**src/rtl/konami_504_pkg.sv**
```systemverilog
// Shared constants for the konami_504 sprite line-buffer scan controller.
// Phase codes are matched against hph = {8H,4H,2H,1H}.
package konami_504_pkg;
    localparam int ADDR_W = 8;
    localparam int OBJ_W  = 4;

    localparam logic [1:0] PH_WE   = 2'b01;
    localparam logic [1:0] PH_STEP = 2'b11;
    localparam logic [3:0] PH_OBJ  = 4'b1111;
endpackage

```
**src/rtl/konami_504_scan_ctr.sv**
```systemverilog
// Scan address (up/down) and object index counters with a shared synchronous load.
// Load beats counting so the line always restarts from zero outside the scan window.
module konami_504_scan_ctr
    import konami_504_pkg::*;
(
    input  logic              clk_sys,
    input  logic              rst_b,
    input  logic              load,
    input  logic              step,
    input  logic              obj_step,
    input  logic              down,
    output logic [ADDR_W-1:0] addr,
    output logic [OBJ_W-1:0]  obj
);

    always_ff @(posedge clk_sys or negedge rst_b) begin
        if (!rst_b) begin
            addr <= '0;
            obj  <= '0;
        end else if (load) begin
            addr <= '0;
            obj  <= '0;
        end else begin
            if (step) begin
                addr <= down ? addr - ADDR_W'(1) : addr + ADDR_W'(1);
            end
            if (obj_step) begin
                obj <= obj + OBJ_W'(1);
            end
        end
    end

endmodule

```
**src/rtl/konami_504.sv**
```systemverilog
// Konami 504 top: horizontal phase decode, registered active-low strobes and pin mapping.
// Ports keep the original DIP pin numbering; pins 14 and 28 (supplies) are absent.
module konami_504
    import konami_504_pkg::*;
(
    input  logic p01_i,
    input  logic p27_i,
    input  logic p05_i,
    input  logic p06_i,
    input  logic p07_i,
    input  logic p08_i,
    input  logic p09_i,
    input  logic p10_i,
    input  logic p11_i,
    input  logic p12_i,
    input  logic p13_i,
    output logic p02_o,
    output logic p03_o,
    output logic p04_o,
    output logic p15_o,
    output logic p16_o,
    output logic p17_o,
    output logic p18_o,
    output logic p19_o,
    output logic p20_o,
    output logic p21_o,
    output logic p22_o,
    output logic p23_o,
    output logic p24_o,
    output logic p25_o,
    output logic p26_o
);

    logic [3:0]        hph;
    logic              run;
    logic              step;
    logic              obj_step;
    logic              we_phase;
    logic              n_latch;
    logic              n_we;
    logic              n_bufoe;
    logic [ADDR_W-1:0] addr;
    logic [OBJ_W-1:0]  obj;

    assign hph      = {p13_i, p12_i, p11_i, p10_i};
    // AFR low is the CPU slot: no counting, no latch or write strobes.
    assign run      = p05_i & ~p08_i;
    assign step     = run & (hph[1:0] == PH_STEP);
    assign obj_step = step & (hph == PH_OBJ);
    assign we_phase = run & p09_i & (hph[1:0] == PH_WE);

    always_ff @(posedge p01_i or negedge p27_i) begin
        if (!p27_i) begin
            n_latch <= 1'b1;
            n_we    <= 1'b1;
            n_bufoe <= 1'b1;
        end else begin
            n_latch <= ~step;
            n_we    <= ~we_phase;
            n_bufoe <= ~(~p05_i & p06_i);
        end
    end

    konami_504_scan_ctr u_scan_ctr (
        .clk_sys  (p01_i),
        .rst_b    (p27_i),
        .load     (p08_i),
        .step     (step),
        .obj_step (obj_step),
        .down     (p07_i),
        .addr     (addr),
        .obj      (obj)
    );

    assign p02_o = n_latch;
    assign p03_o = n_we;
    assign p04_o = n_bufoe;
    assign {p22_o, p21_o, p20_o, p19_o, p18_o, p17_o, p16_o, p15_o} = addr;
    assign {p26_o, p25_o, p24_o, p23_o} = obj;

endmodule

```
**config.mk**
```make
export PLATFORM = sky130hd
export DESIGN_NAME = konami_504
export DESIGN_NICKNAME = d
export VERILOG_FILES = /design/src/rtl/konami_504_pkg.sv /design/src/rtl/konami_504_scan_ctr.sv /design/src/rtl/konami_504.sv
export SDC_FILE = /design/constraint.sdc
export NUM_CORES = 1
export LEC_CHECK = 0
export CAP_MARGIN = 20
export CORE_MARGIN = 2
export CORE_UTILIZATION = 45
export CTS_CLUSTER_DIAMETER = 60
export DETAILED_ROUTE_END_ITERATION = 8
export HOLD_SLACK_MARGIN = 0.15
export MAX_ROUTING_LAYER = met4
export PLACE_DENSITY = 0.73
export SETUP_SLACK_MARGIN = 0.05
export SLEW_MARGIN = 0
export SYNTH_ARGS = -nofsm -noshare
export SYNTH_HDL_FRONTEND = slang
export SYNTH_SLANG_ARGS = --single-unit
```
**constraint.sdc**
```tcl
create_clock -name p01_i -period 2.2 [get_ports p01_i]
set_input_delay 0.44 -clock p01_i [delete_from_list [all_inputs] [get_ports p01_i]]
set_output_delay 0.44 -clock p01_i [all_outputs]
set_load 0.03 [all_outputs]
```
==> flow_summary.toml <==
[critical_path]
path_cells = "clkdlybuf4s50_1"
worstPathMaxFanout = 1
cp.buffers_inverters = 1
reg2regPathDepth = 5
critPathKind = "flip-flop to output pin"
path_delay_family = "buffers and inverters"
crit_slowest_cell = "clkdlybuf4s50_1"
slowest_delay_ns = 0.66
cp.depth = 1
worstSetupStartpointType = "flip-flop"
end_kind = "output pin"
critical_path_required_ns = 1.76
arrival_ns = 1.48

[placed_design]
placed_area_sq_um = 1311
hpwl_microns = 1548
dpl_worst_slack_ns = -0.3038
io_buffer_count = 25
place_congestion = 0.7903

[sta]
fin_crit_sh = 0.8735
maxSlewHeadroom = 0.5431
fin_crit_ns = 1.922
hold_viol_final = 0
rsz0062_at_grt = "false"
worst_slack_ns = 0.2784
holdWs_ns = 0.4936
tightest_slew_ns = 0.6832
max_freq_mhz = 520.4
slew_viol_final = 0
fin_worst_skew_ns = 0.006418
finalSetupTns_ns = 0
finalSetupViolCount = 0

[power]
peakVddDrop_uv = 381.4
powerDensity_nw_per_um2 = 467.2
p_leak_nw = 0.6144

[routing]
wire_per_inst_microns = 12.80
drt-vias-per-instance = 5.196
dr.pass1.iters = 4
num_vias = 821
drtIter0Drc = 21
wl_microns = 2023
drc = 0
drt.antenna.violating_nets = 0

[global_route]
overflow = 0
grt_pass1_vias = 862
grt_max_degree = 19
grt_use_total = 0.1949
grt_pass1_wl_microns = 3553
antenna_found_initial = 0

[synth]
ys_seq_elements = 15
synth_edf_count = 0
ys_warn_count = 0
synth.distinct_cells = 37
yosys.area.top_type_share = 0.3265
postSynth.asyncResetShare = 1.000
avgSynthCellArea_sq_um = 10.45
yosysSeqAreaShare = 0.4122
synthesis.nets = 107
synth_flop_cell = "dfrtp_1"
yosysTopAreaCell = "dfrtp_1"
ys_top_cells_by_area = "dfrtp_1 33%, ha_1 9.5%, dfstp_2 8.6%, nand3_1 3.8%, xnor2_1 2.9%"
synth_area_sq_um = 919.6
syn_inst = 88

[die]
fp.dieH_microns = 49.21
die_w_microns = 49.21
io_pins = 26
rows = 16
start_util = 0.4736
core_sq_um = 1942
dieArea_sq_um = 2421

[clocking]
htreeDepth = 1
cts_buffer_depth = 2
clk_pin_slew_ns = 0.10
cts_sinks = 15
cts_buffers = 3
cts_setup_buffers = 0
ctsRootBufferMaster = "clkbuf_4"
clkLatencyLatePin_ns = 0.29
cts_tree = "done"

[worst_hold_path]
hold_path.class = "flip-flop to flip-flop"
min_delay_path_depth = 1

[final_layout]
drive_gt1_frac = 0.2214
final_util = 0.6888
design_area_sq_um = 1338
nets = 151
antenna_cells = 0
area_growth_pct = 45.44

[outcome]
outcome = "finished, final reports clean"

[run]
maxCapViolCount = 0
[cell type report]
| class | count | area [sq um] |
|---|---|---|
| tap | 27 | 33.78 |
| clock inverter | 1 | 5.005 |
| multi-input combinational | 69 | 518.0 |
| sequential | 15 | 379.1 |
| fill | 160 | 604.3 |
| inverter | 2 | 10.01 |
| timing repair buffer | 41 | 369.1 |
| clock buffer | 3 | 22.52 |
[power by group]
group	leakage (nW)	switching (mW)	internal (mW)
logic	0.400	0.0786	0.0856
clock network	0.0177	0.0970	0.0676
registers	0.197	0.00964	0.286
total	0.614	0.185	0.440
[kinds of logic (layout without fill, tap and decap cells)]
kind of cell,Yosys count,after routing,share of synthesized area
AO/OA/AOI/OAI,19,19,0.1429
XOR/XNOR,6,6,0.05715
adder cells (fa/ha/maj),8,8,0.1170
buffers and inverters,4,47,0.02449
flip-flops,15,15,0.4123
multiplexers,2,2,0.02177
AND/OR/NAND/NOR,34,34,0.2245
[cells in the mapped netlist, types with 2 or more instances]
library cell	count
nor2b_1	2
a21o_1	3
dfstp_2	3
mux2i_1	2
nor3b_1	2
ha_1	7
nor2_1	5
xor2_1	3
a21oi_1	4
nand4_1	2
a211oi_1	2
dfrtp_1	12
nand3_1	7
nand2b_1	2
nand2_1	5
o21ai_0	4
xnor2_1	3
[metrics by stage]
stage	power (mW)	cells
finish	0.6249	158
global route	0.6575	158
CTS	0.6307	158
detailed placement	0.4664	154
global placement	0.4622	154
floorplan	0.3776	88
[cell usage in the layout, fill, tap and decap left out, drive strengths merged, types with 2 or more instances in the layout]
cell | netlist | final
xnor2 | 3 | 3
mux2i | 2 | 2
nor2b | 2 | 2
ha | 7 | 7
nor3b | 3 | 3
nand2b | 2 | 2
a21oi | 4 | 4
nand2 | 5 | 5
xor2 | 3 | 3
buf | 2 | 16
nand3 | 7 | 7
a211oi | 2 | 2
clkinv | 1 | 2
dfstp | 3 | 3
dfrtp | 12 | 12
nor2 | 5 | 5
clkbuf | 0 | 3
a21o | 3 | 3
nand4 | 3 | 3
o21ai | 5 | 5
clkdlybuf4s50 | 0 | 24
[final timing paths]
check                                          startpoint                              to  slack (ns)
max in group asynchronous                           p27_i   u_scan_ctr.obj[0]$_DFFE_PN0P_        1.21
hold / removal             u_scan_ctr.addr[7]$_DFFE_PN0P_  u_scan_ctr.addr[7]$_DFFE_PN0P_        0.49
setup reg to reg           u_scan_ctr.addr[1]$_DFFE_PN0P_  u_scan_ctr.addr[7]$_DFFE_PN0P_        0.38
min in group asynchronous                           p27_i  u_scan_ctr.addr[0]$_DFFE_PN0P_        0.56
hold reg to reg            u_scan_ctr.addr[7]$_DFFE_PN0P_  u_scan_ctr.addr[7]$_DFFE_PN0P_        0.49
setup / recovery                          p02_o$_DFF_PN1_                           p02_o        0.28
[repair_timing]
action / CTS / global route
gates resized for setup: 1 / 0
setup endpoints to repair: 1 / 0
hold buffers: 0 / 0
[per-layer routing]
metal | routed length (microns) | vias to the layer above | track usage
li1 | - | 412 | -
met5 | 0 | - | -
met2 | 1011 | 19 | 0.3446
met1 | 922 | 388 | 0.2086
met4 | 22 | 0 | 0.09048
met3 | 67 | 2 | 0.03681
[sequential cells by signal (all words and copies together) (netlist names)]
name	cells
p02_o	1
p03_o	1
p04_o	1
u_scan_ctr.addr	8
u_scan_ctr.obj	4
No activity file was read; power rests on OpenSTA's default activity.
